## config.mk

```make
export PLATFORM = sky130hd
export DESIGN_NAME = ma_dm_load
export DESIGN_NICKNAME = d
export VERILOG_FILES = /design/src/rtl/ma_dm_load.sv
export SDC_FILE = /design/constraint.sdc
export NUM_CORES = 1
export LEC_CHECK = 0
export ABC_CLOCK_PERIOD_IN_PS = 5150
export CORE_MARGIN = 1.5
export CORE_UTILIZATION = 30
export CTS_CLUSTER_SIZE = 30
export DETAILED_ROUTE_END_ITERATION = 7
export DONT_BUFFER_PORTS = 1
export PLACE_DENSITY_LB_ADDON = 0.05
export REMOVE_ABC_BUFFERS = 1
export SLEW_MARGIN = 15
export SYNTH_ARGS = -nofsm -noshare
export SYNTH_HDL_FRONTEND = slang
export SYNTH_SLANG_ARGS = --single-unit
```

## constraint.sdc

```tcl
create_clock -name clk -period 5.15 [get_ports clk]
set_clock_uncertainty 0.2 [all_clocks]
set_input_delay 0.2575 -clock clk [delete_from_list [all_inputs] [get_ports clk]]
set_output_delay 0.2575 -clock clk [all_outputs]
set_load 0.03 [all_outputs]
```

## src/rtl/ma_dm_load.sv

```systemverilog
// Datamover load path: reads byte_to_trans bytes from AXI memory with INCR bursts
// and writes each returned beat into local BRAM, pulsing done after the last write.
module ma_dm_load #(
  parameter int AXI_ADDR_WIDTH   = 36,
  parameter int BRAM_ADDR_WIDTH  = 10,
  parameter int BYTE_TRANS_WIDTH = 15,
  parameter int DATA_WIDTH       = 128,
  parameter int MAX_BURST_LEN    = 16
) (
  input  logic                        clk,
  input  logic                        rst,
  input  logic                        start,
  input  logic [AXI_ADDR_WIDTH-1:0]   src_axi_addr,
  input  logic [BRAM_ADDR_WIDTH-1:0]  dst_bram_addr,
  input  logic [BYTE_TRANS_WIDTH-1:0] byte_to_trans,
  output logic                        done,
  output logic                        err,
  output logic                        busy,
  output logic [AXI_ADDR_WIDTH-1:0]   m_axi_araddr,
  output logic [7:0]                  m_axi_arlen,
  output logic [2:0]                  m_axi_arsize,
  output logic [1:0]                  m_axi_arburst,
  output logic                        m_axi_arvalid,
  input  logic                        m_axi_arready,
  input  logic [DATA_WIDTH-1:0]       m_axi_rdata,
  input  logic [1:0]                  m_axi_rresp,
  input  logic                        m_axi_rlast,
  input  logic                        m_axi_rvalid,
  output logic                        m_axi_rready,
  output logic                        bram_we,
  output logic [BRAM_ADDR_WIDTH-1:0]  bram_addr,
  output logic [DATA_WIDTH-1:0]       bram_wdata
);

  localparam int BPB      = DATA_WIDTH / 8;
  localparam int BPB_LOG2 = $clog2(BPB);
  localparam int BEATS_W  = BYTE_TRANS_WIDTH - BPB_LOG2 + 1;
  localparam logic [12:0] PAGE_BYTES = 13'h1000;

  typedef enum logic [1:0] {IDLE, AR, R, DONE} state_t;

  state_t state, state_n;

  logic [AXI_ADDR_WIDTH-1:0]  addr;
  logic [BRAM_ADDR_WIDTH-1:0] waddr;
  logic [BEATS_W-1:0]         beats_rem;
  logic [BEATS_W-1:0]         beats_in;
  logic [BYTE_TRANS_WIDTH:0]  bytes_pad;
  logic [12:0]                room;
  logic [12:0]                len;
  logic                       accept;
  logic                       ar_hs;
  logic                       r_hs;

  // Round the byte count up to whole beats; the partial tail beat is moved in full.
  always_comb begin
    bytes_pad = {1'b0, byte_to_trans} + (BYTE_TRANS_WIDTH+1)'(BPB - 1);
    beats_in  = BEATS_W'(bytes_pad >> BPB_LOG2);
  end

  // Burst length is capped by remaining beats, MAX_BURST_LEN and the 4 KB page end.
  always_comb begin
    room = (PAGE_BYTES - {1'b0, addr[11:0]}) >> BPB_LOG2;
    len  = room;
    if (len > 13'(MAX_BURST_LEN)) len = 13'(MAX_BURST_LEN);
    if (32'(beats_rem) < 32'(len)) len = 13'(beats_rem);
  end

  assign accept = start && (state == IDLE) && !busy;
  assign ar_hs  = (state == AR) && m_axi_arready;
  assign r_hs   = (state == R) && m_axi_rvalid;

  always_ff @(posedge clk) begin
    if (rst) state <= IDLE;
    else     state <= state_n;
  end

  always_comb begin
    state_n       = state;
    m_axi_arvalid = 1'b0;
    m_axi_rready  = 1'b0;
    m_axi_araddr  = '0;
    m_axi_arlen   = '0;
    m_axi_arsize  = 3'(BPB_LOG2);
    m_axi_arburst = 2'b01;
    case (state)
      IDLE: begin
        if (accept) state_n = (beats_in == '0) ? DONE : AR;
      end
      AR: begin
        m_axi_arvalid = 1'b1;
        m_axi_araddr  = addr;
        m_axi_arlen   = 8'(len - 13'd1);
        if (m_axi_arready) state_n = R;
      end
      R: begin
        m_axi_rready = 1'b1;
        if (m_axi_rvalid && m_axi_rlast) state_n = (beats_rem == '0) ? DONE : AR;
      end
      DONE:    state_n = IDLE;
      default: state_n = IDLE;
    endcase
  end

  always_ff @(posedge clk) begin
    if (rst) begin
      addr       <= '0;
      waddr      <= '0;
      beats_rem  <= '0;
      done       <= 1'b0;
      err        <= 1'b0;
      busy       <= 1'b0;
      bram_we    <= 1'b0;
      bram_addr  <= '0;
      bram_wdata <= '0;
    end else begin
      // done is registered so it lands the cycle after the final bram_we.
      done    <= (state == DONE);
      bram_we <= r_hs;
      if (accept) begin
        addr      <= src_axi_addr;
        waddr     <= dst_bram_addr;
        beats_rem <= beats_in;
        err       <= 1'b0;
        busy      <= 1'b1;
      end else if (done) begin
        busy <= 1'b0;
      end
      if (ar_hs) begin
        addr      <= addr + (AXI_ADDR_WIDTH'(len) << BPB_LOG2);
        beats_rem <= beats_rem - BEATS_W'(len);
      end
      if (r_hs) begin
        bram_addr  <= waddr;
        bram_wdata <= m_axi_rdata;
        waddr      <= waddr + BRAM_ADDR_WIDTH'(1);
        if (m_axi_rresp != 2'b00) err <= 1'b1;
      end
    end
  end

endmodule

```

==> flow_summary.toml, run 1 <==
[critical_path]
cpMaxStageDelayCell = "or4_4"
cp_top_family = "simple AND/OR/NAND/NOR gates"
crit_path_end_kind = "register"
cp.required_ns = 5.41
crit_fanout = 7
path_cells = "or4_4, or4_4, xnor2_2, nor2_2, inv_2, ha_4, nand2_4, o21a_1, o22ai_2, nor3_4, buf_4, buf_6, mux2_4, ha_4, and3_4, a22o_1, o211a_1, o211ai_1, buf_4, buf_6, or4b_1, o211ai_1"
path_buf_inv = 5
arrival_ns = 5.44
crit_path_max_incr_delay_ns = 0.57
path_class = "reg -> reg"
cp-start-kind = "register"

[hold_path]
hp-class = "in -> reg"

[sta]
slew-limit-headroom = 0.307
fmax_mhz = 193
rsz0062_at_grt = "yes"
hold_viol_final = 0
setup_ws_ns = -0.0267
period_needed_ns = 5.18
finalCritPeriodShare = 1.01
worst_pin_slew_ns = 1.04
slew_violations = 0
finalSetupViolCount = 1

[logic_synthesis]
ys_ff_latch = 202
synth_area_leaders = "dfxtp_1 (41%), nand2_1 (13%), a21oi_1 (8.8%), ha_1 (3.9%), clkbuf_1 (2.5%)"
synth_area_mm2 = 0.00987
synth_largest_area_cell = "dfxtp_1"
ys_top_cells_by_count = "nand2_1 (343), dfxtp_1 (202), a21oi_1 (173), clkbuf_1 (67), nor2_1 (61)"
postSynth.asyncResetShare = 0
synth_most_common_cell = "nand2_1"
synth.avg_cell_area_um2 = 7.71
netlist_instances = 1280
yosysSeqAreaShare = 0.410
synth_top_area_share = 0.410
synth_ff_type = "dfxtp_1"
ys_types = 73
yosysWarningCount = 0
synth_edf_count = 0

[place]
routabilityCongestion = 0.810
detailed_place_hpwl_um = 23600
place.port_buffers = 0
place_ws_ns = 0.0450

[clock_network]
cts.reportedPaths.clkPinSlew_ns = 0.06
cts_sinks = 202
htree_levels = 1
clockBufferDepth = 3
cts_tree = "yes"
root_buffer = "clkbuf_16"
cts_inserted_buffers = 25
clk-insertion-delay-late_ns = 0.55

[drt]
vias = 9713
drc = 0
drt-initial-drc-count = 357
dr.pass1.iters = 4
viasPerCell = 5.03
ant_nets = 0
finalWirelength_um = 35800
avgRoutedWirePerCell_um = 18.5

[global_route]
overflow = 0
grt_pass1_wl_um = 52800
grt.total_usage = 0.195
grt_pass1_vias = 9263
antenna_found_initial = 0
grt_max_degree = 212

[final_layout]
diodes = 0
fill_cells = 3349
drive_gt1_frac = 0.110
finalNetCount = 1706
post-route-util = 0.419
area_delta_synth_final_pct = 37.9

[die]
core_mm2 = 0.0325
fp-row-count = 66
start_util = 0.304
die_area_mm2 = 0.0340
fp.dieH_um = 184
pin_count = 390
die_x_um = 184

[power_and_ir_drop]
leakagePower_nw = 4.81
ir_drop_v = 0.000229
power_density_mw_per_mm2 = 334

[flow_run]
maxCapViolCount = 0

[run_status]
violations = "negative setup slack"
status = "complete, but fails checks"
-- kinds of logic after synthesis --
kind of cell / after synthesis / share of synthesized area
AO/OA/AOI/OAI: 346 / 0.216
XOR/XNOR: 26 / 0.0231
adder cells (fa/ha/maj): 33 / 0.0434
buffers and inverters: 106 / 0.0450
flip-flops: 202 / 0.410
multiplexers: 9 / 0.00989
other: 2 / 0.000761
AND/OR/NAND/NOR: 556 / 0.252
-- power by group --
group / switching, W / internal, W / total, W
sequential: 0.000130 / 0.00163 / 0.00176
clock: 0.000719 / 0.00101 / 0.00173
combinational: 0.000565 / 0.000495 / 0.00106
total: 0.00141 / 0.00313 / 0.00455
-- timing repair --
action	4_1_cts	5_1_grt
hold buffers	196	0
cloned	0	1
hold endpoints to repair	202	0
resized for setup	2	71
pin swaps	0	24
buffers inserted	2	13
setup endpoints to repair	3	34
-- per-stage QoR --
stage | hold slack [ns] | setup TNS [ns] | instances | power, W | instance area (um2)
2_1_floorplan | 0.127 | -11.98 | 1204 | 0.00232 | 9540
3_3_place_gp | 0.155 | 0 | 1679 | 0.00257 | 10400
3_5_place_dp | 0.168 | 0 | 1679 | 0.00256 | 10400
4_1_cts | 0.00423 | -0.00485 | 1918 | 0.00449 | 13200
5_1_grt | 0.0413 | -2.29 | 1932 | 0.00478 | 13600
6_report | 0.0309 | -0.0267 | 1932 | 0.00455 | 13600
-- state kept, by name, summed over array words and instances, names as in the netlist --
name	count
addr	36
beats_rem	12
bram_addr	10
bram_wdata	128
bram_we	1
busy	1
done	1
err	1
state	2
waddr	10
-- placed cells by master (no fill, tap or decap), types with 6 or more instances in the layout --
cell type        n
clkinv_2         6
or4_1            7
nand4_1          7
and3_1           7
o21a_1          14
nand2_1        339
ha_4            10
nor2_1          59
o211ai_1        23
a22oi_1         22
dlygate4sd3_1  195
a221oi_1        10
inv_1           15
nor4_1           6
or3_1           10
ha_1            20
o21ai_0         23
nand3_1         12
nor3_1          23
conb_1          12
a31oi_1         11
buf_4           44
dfxtp_1        201
o22ai_1          6
xor2_1          10
and2_1          38
clkbuf_16       25
xnor2_1         15
a21oi_1        170
nor2b_1          7
a211oi_1         6
-- layout make-up --
cell class | instances | area (um2) | share of cell area
multi-input cells | 982 | 5770 | 0.424
flip-flops and latches | 202 | 4050 | 0.297
repair buffers | 245 | 2380 | 0.175
clock buffers | 33 | 706 | 0.0518
well taps | 442 | 553 | 0.0406
clock inverters | 8 | 80.1 | 0.00588
inverters | 20 | 75.1 | 0.00552
-- worst reg2reg max path, delay by kind of cell (launching register included) --
kind,cells,cell delay (ns)
muxes,1,0.32
adders and majority gates,2,0.57
AOI/OAI and AO/OA,6,0.91
buffers and inverters,5,0.63
xor gates and xnor gates,1,0.16
and+or+nand+nor,7,2.01
DFF,1,0.32
-- path summary, 6_finish.rpt --
check | startpoint | end | slack, ns | depth (start not counted)
worst max-delay path | addr[3] | addr[35] | -0.03 | 22
worst min-delay path | byte_to_trans[6] | beats_rem[3] | 0.03 | 4
worst min register to register | waddr[8] | bram_addr[8] | 0.25 | 2
worst max register to register | addr[3] | addr[35] | -0.03 | 22
-- layer usage --
layer	track usage	routed length [um]	vias up
met2	0.347	17600	259
met1	0.231	14900	4557
met5	0	0	-
met3	0.0449	2310	63
met4	0.0613	1050	0
li1	-	-	4834
Power figures use the tool's default switching activity.
==> inputs of run 2 (changes only) <==
--- a/config.mk
+++ b/config.mk
@@ -5,7 +5,7 @@
 export SDC_FILE = /design/constraint.sdc
 export NUM_CORES = 1
 export LEC_CHECK = 0
-export ABC_CLOCK_PERIOD_IN_PS = 5150
+export ABC_CLOCK_PERIOD_IN_PS = 5000
 export CORE_MARGIN = 1.5
 export CORE_UTILIZATION = 30
 export CTS_CLUSTER_SIZE = 30
==> constraint.sdc (replaced) <==
create_clock -name clk -period 5 [get_ports clk]
set_clock_uncertainty 0.2 [all_clocks]
set_input_delay 0.25 -clock clk [delete_from_list [all_inputs] [get_ports clk]]
set_output_delay 0.25 -clock clk [all_outputs]
set_load 0.03 [all_outputs]
==> flow_summary.toml, run 2 (synthesized netlist as in run 1, its figures left out) <==
[run_status]
status = "complete, but fails checks"
violations = "negative hold slack"

[power_and_ir_drop]
p_sw_w = 0.00147
pwr-share-seq = 0.384
power_density_mw_per_mm2 = 345
ir_drop_v = 0.000225
p_sw_frac = 0.312
leakagePower_nw = 4.85
pwr-share-clk = 0.381
p_total_w = 0.00472
intPower_w = 0.00325
p_comb_frac = 0.235

[sta]
finalSetupViolCount = 0
hold_slack_ns = -0.0139
slew-limit-headroom = 0.287
slew_violations = 0
rsz0062_at_grt = "yes"
fmax_mhz = 202
period_needed_ns = 4.96
hold_viol_final = 1
finalCritPeriodShare = 0.992
worst_pin_slew_ns = 1.07
setup_tns_ns = 0

[critical_path]
crit_fanout = 5
cp-start-kind = "register"
cp.required_ns = 5.26
crit_path_end_kind = "register"
path_class = "reg -> reg"
arrival_ns = 5.22

[final_layout]
fill_cells = 3358
area_delta_synth_final_pct = 38.6
drive_gt1_frac = 0.110
post-route-util = 0.421
final_common_cell = "nand2_1"
top_register = "bram_wdata"
seqCellArea_mm2 = 0.00405
design_area_mm2 = 0.0137
finalNetCount = 1717
reg_top3 = "bram_wdata (128), addr (36), beats_rem (12)"
multiInputGateArea_mm2 = 0.00573
final_cell_mix = "nand2_1 (340), dfxtp_1 (201), dlygate4sd3_1 (199)"
largest_reg_flops = 128

[drt]
vias = 9729
ant_nets = 0
finalWirelength_um = 36100
dr.pass1.iters = 5
avgRoutedWirePerCell_um = 18.5
drc = 0
viasPerCell = 5.00
drt-initial-drc-count = 456

[clock_network]
clockBufferDepth = 3
cts.reportedPaths.clkPinSlew_ns = 0.06
root_buffer = "clkbuf_16"
cts_sinks = 202
cts_tree = "yes"
htree_levels = 1
cts_inserted_buffers = 25
clk-insertion-delay-late_ns = 0.54

[global_route]
grtUsageMet3 = 0.0441
grt_use_met1 = 0.235
grt.busiest_layer = "met2"
antenna_found_initial = 1
grt.total_usage = 0.196
grt_max_degree = 212
overflow = 0
grt_pass1_wl_um = 53000
gr-usage-met2 = 0.354
grt_pass1_vias = 9174

[die]
pin_count = 390
fp.dieH_um = 184
fp-row-count = 66
core_mm2 = 0.0325
start_util = 0.304
die_x_um = 184
die_area_mm2 = 0.0340

[place]
place.port_buffers = 0
routabilityCongestion = 0.794
detailed_place_hpwl_um = 23800
place_area_mm2 = 0.0105

[hold_path]
hp-class = "in -> reg"

[flow_run]
maxCapViolCount = 0
## run 2: changes by cell type in the layout (fill, tap and decap cells not counted), moves of 2 or more
cell	previous run	this run
buf_4	44	51
clkbuf_1	3	6
clkinv_2	6	4
dlygate4sd3_1	195	199
ha_1	20	23
ha_4	10	7
mux2_2	0	2
o21ai_1	5	7
o21ai_2	5	1
o21ai_4	0	2
## run 2: what timing repair did
item                                    CTS  global route
endpoints found under the setup margin   15            35
hold buffers                            200             0
setup buffers                             6             5
hold endpoints to repair                202             0
gates resized for setup                  21            46
pin swaps                                 5            18
## run 2: critical path: stages, from the launching register on
cell and delay [ns]:
dfxtp_2 0.31, or4_4 0.57, or4_4 0.48, xnor2_2 0.16
nor2_2 0.13, inv_2 0.06, ha_4 0.26, nand2_2 0.05
nor3_2 0.17, o31a_2 0.20, nor3_4 0.06, mux2_4 0.25
ha_4 0.14, inv_2 0.04, fa_2 0.39, nor2b_4 0.15
o31ai_4 0.10, a211oi_4 0.34, buf_4 0.18, o21ai_4 0.06
or4_1 0.41, a31oi_1 0.13
## run 2: routing by layer
metal | vias up | wire length [um]
met5 | - | 0
met4 | 0 | 763
met3 | 45 | 2290
met2 | 255 | 17900
met1 | 4583 | 15100
li1 | 4846 | -
## run 2: final cells by class
| class | count | area share |
|---|---|---|
| Multi-Input combinational cell | 982 | 0.419 |
| Sequential cell | 202 | 0.296 |
| Timing Repair Buffer | 256 | 0.180 |
| Clock buffer | 36 | 0.0524 |
| Tap cell | 442 | 0.0404 |
| Clock inverter | 8 | 0.00631 |
| Inverter | 20 | 0.00549 |
| Antenna cell | 1 | 0.000183 |
## run 2: per-stage QoR
| step | setup WS, ns | hold slack (ns) | cells |
|---|---|---|---|
| floorplan | -0.626 | 0.119 | 1204 |
| global placement | -0.0167 | 0.153 | 1692 |
| detailed placement | -0.0892 | 0.156 | 1692 |
| CTS | -0.0431 | 0.00512 | 1942 |
| global route | -0.148 | 0.0280 | 1947 |
| finish | 0.0391 | -0.0139 | 1947 |
## run 2: worst paths after layout
kind | endpoint | depth (start not counted) | from | slack, ns
worst min-delay path | beats_rem[2] | 2 | rst | -0.01
worst max register to register | addr[20] | 21 | addr[0] | 0.04
worst max-delay path | addr[20] | 21 | addr[0] | 0.04
worst min register to register | bram_addr[8] | 2 | waddr[8] | 0.26
## run 2: power groups by stage
stage	clock network [W]	logic, W	registers (W)
final	0.00180	0.00111	0.00181
after global routing	0.00192	0.00121	0.00182
after CTS	0.00187	0.00105	0.00181
after detailed placement	0	0.000832	0.00184
after global placement	0	0.000837	0.00184
after floorplan	0	0.000576	0.00181
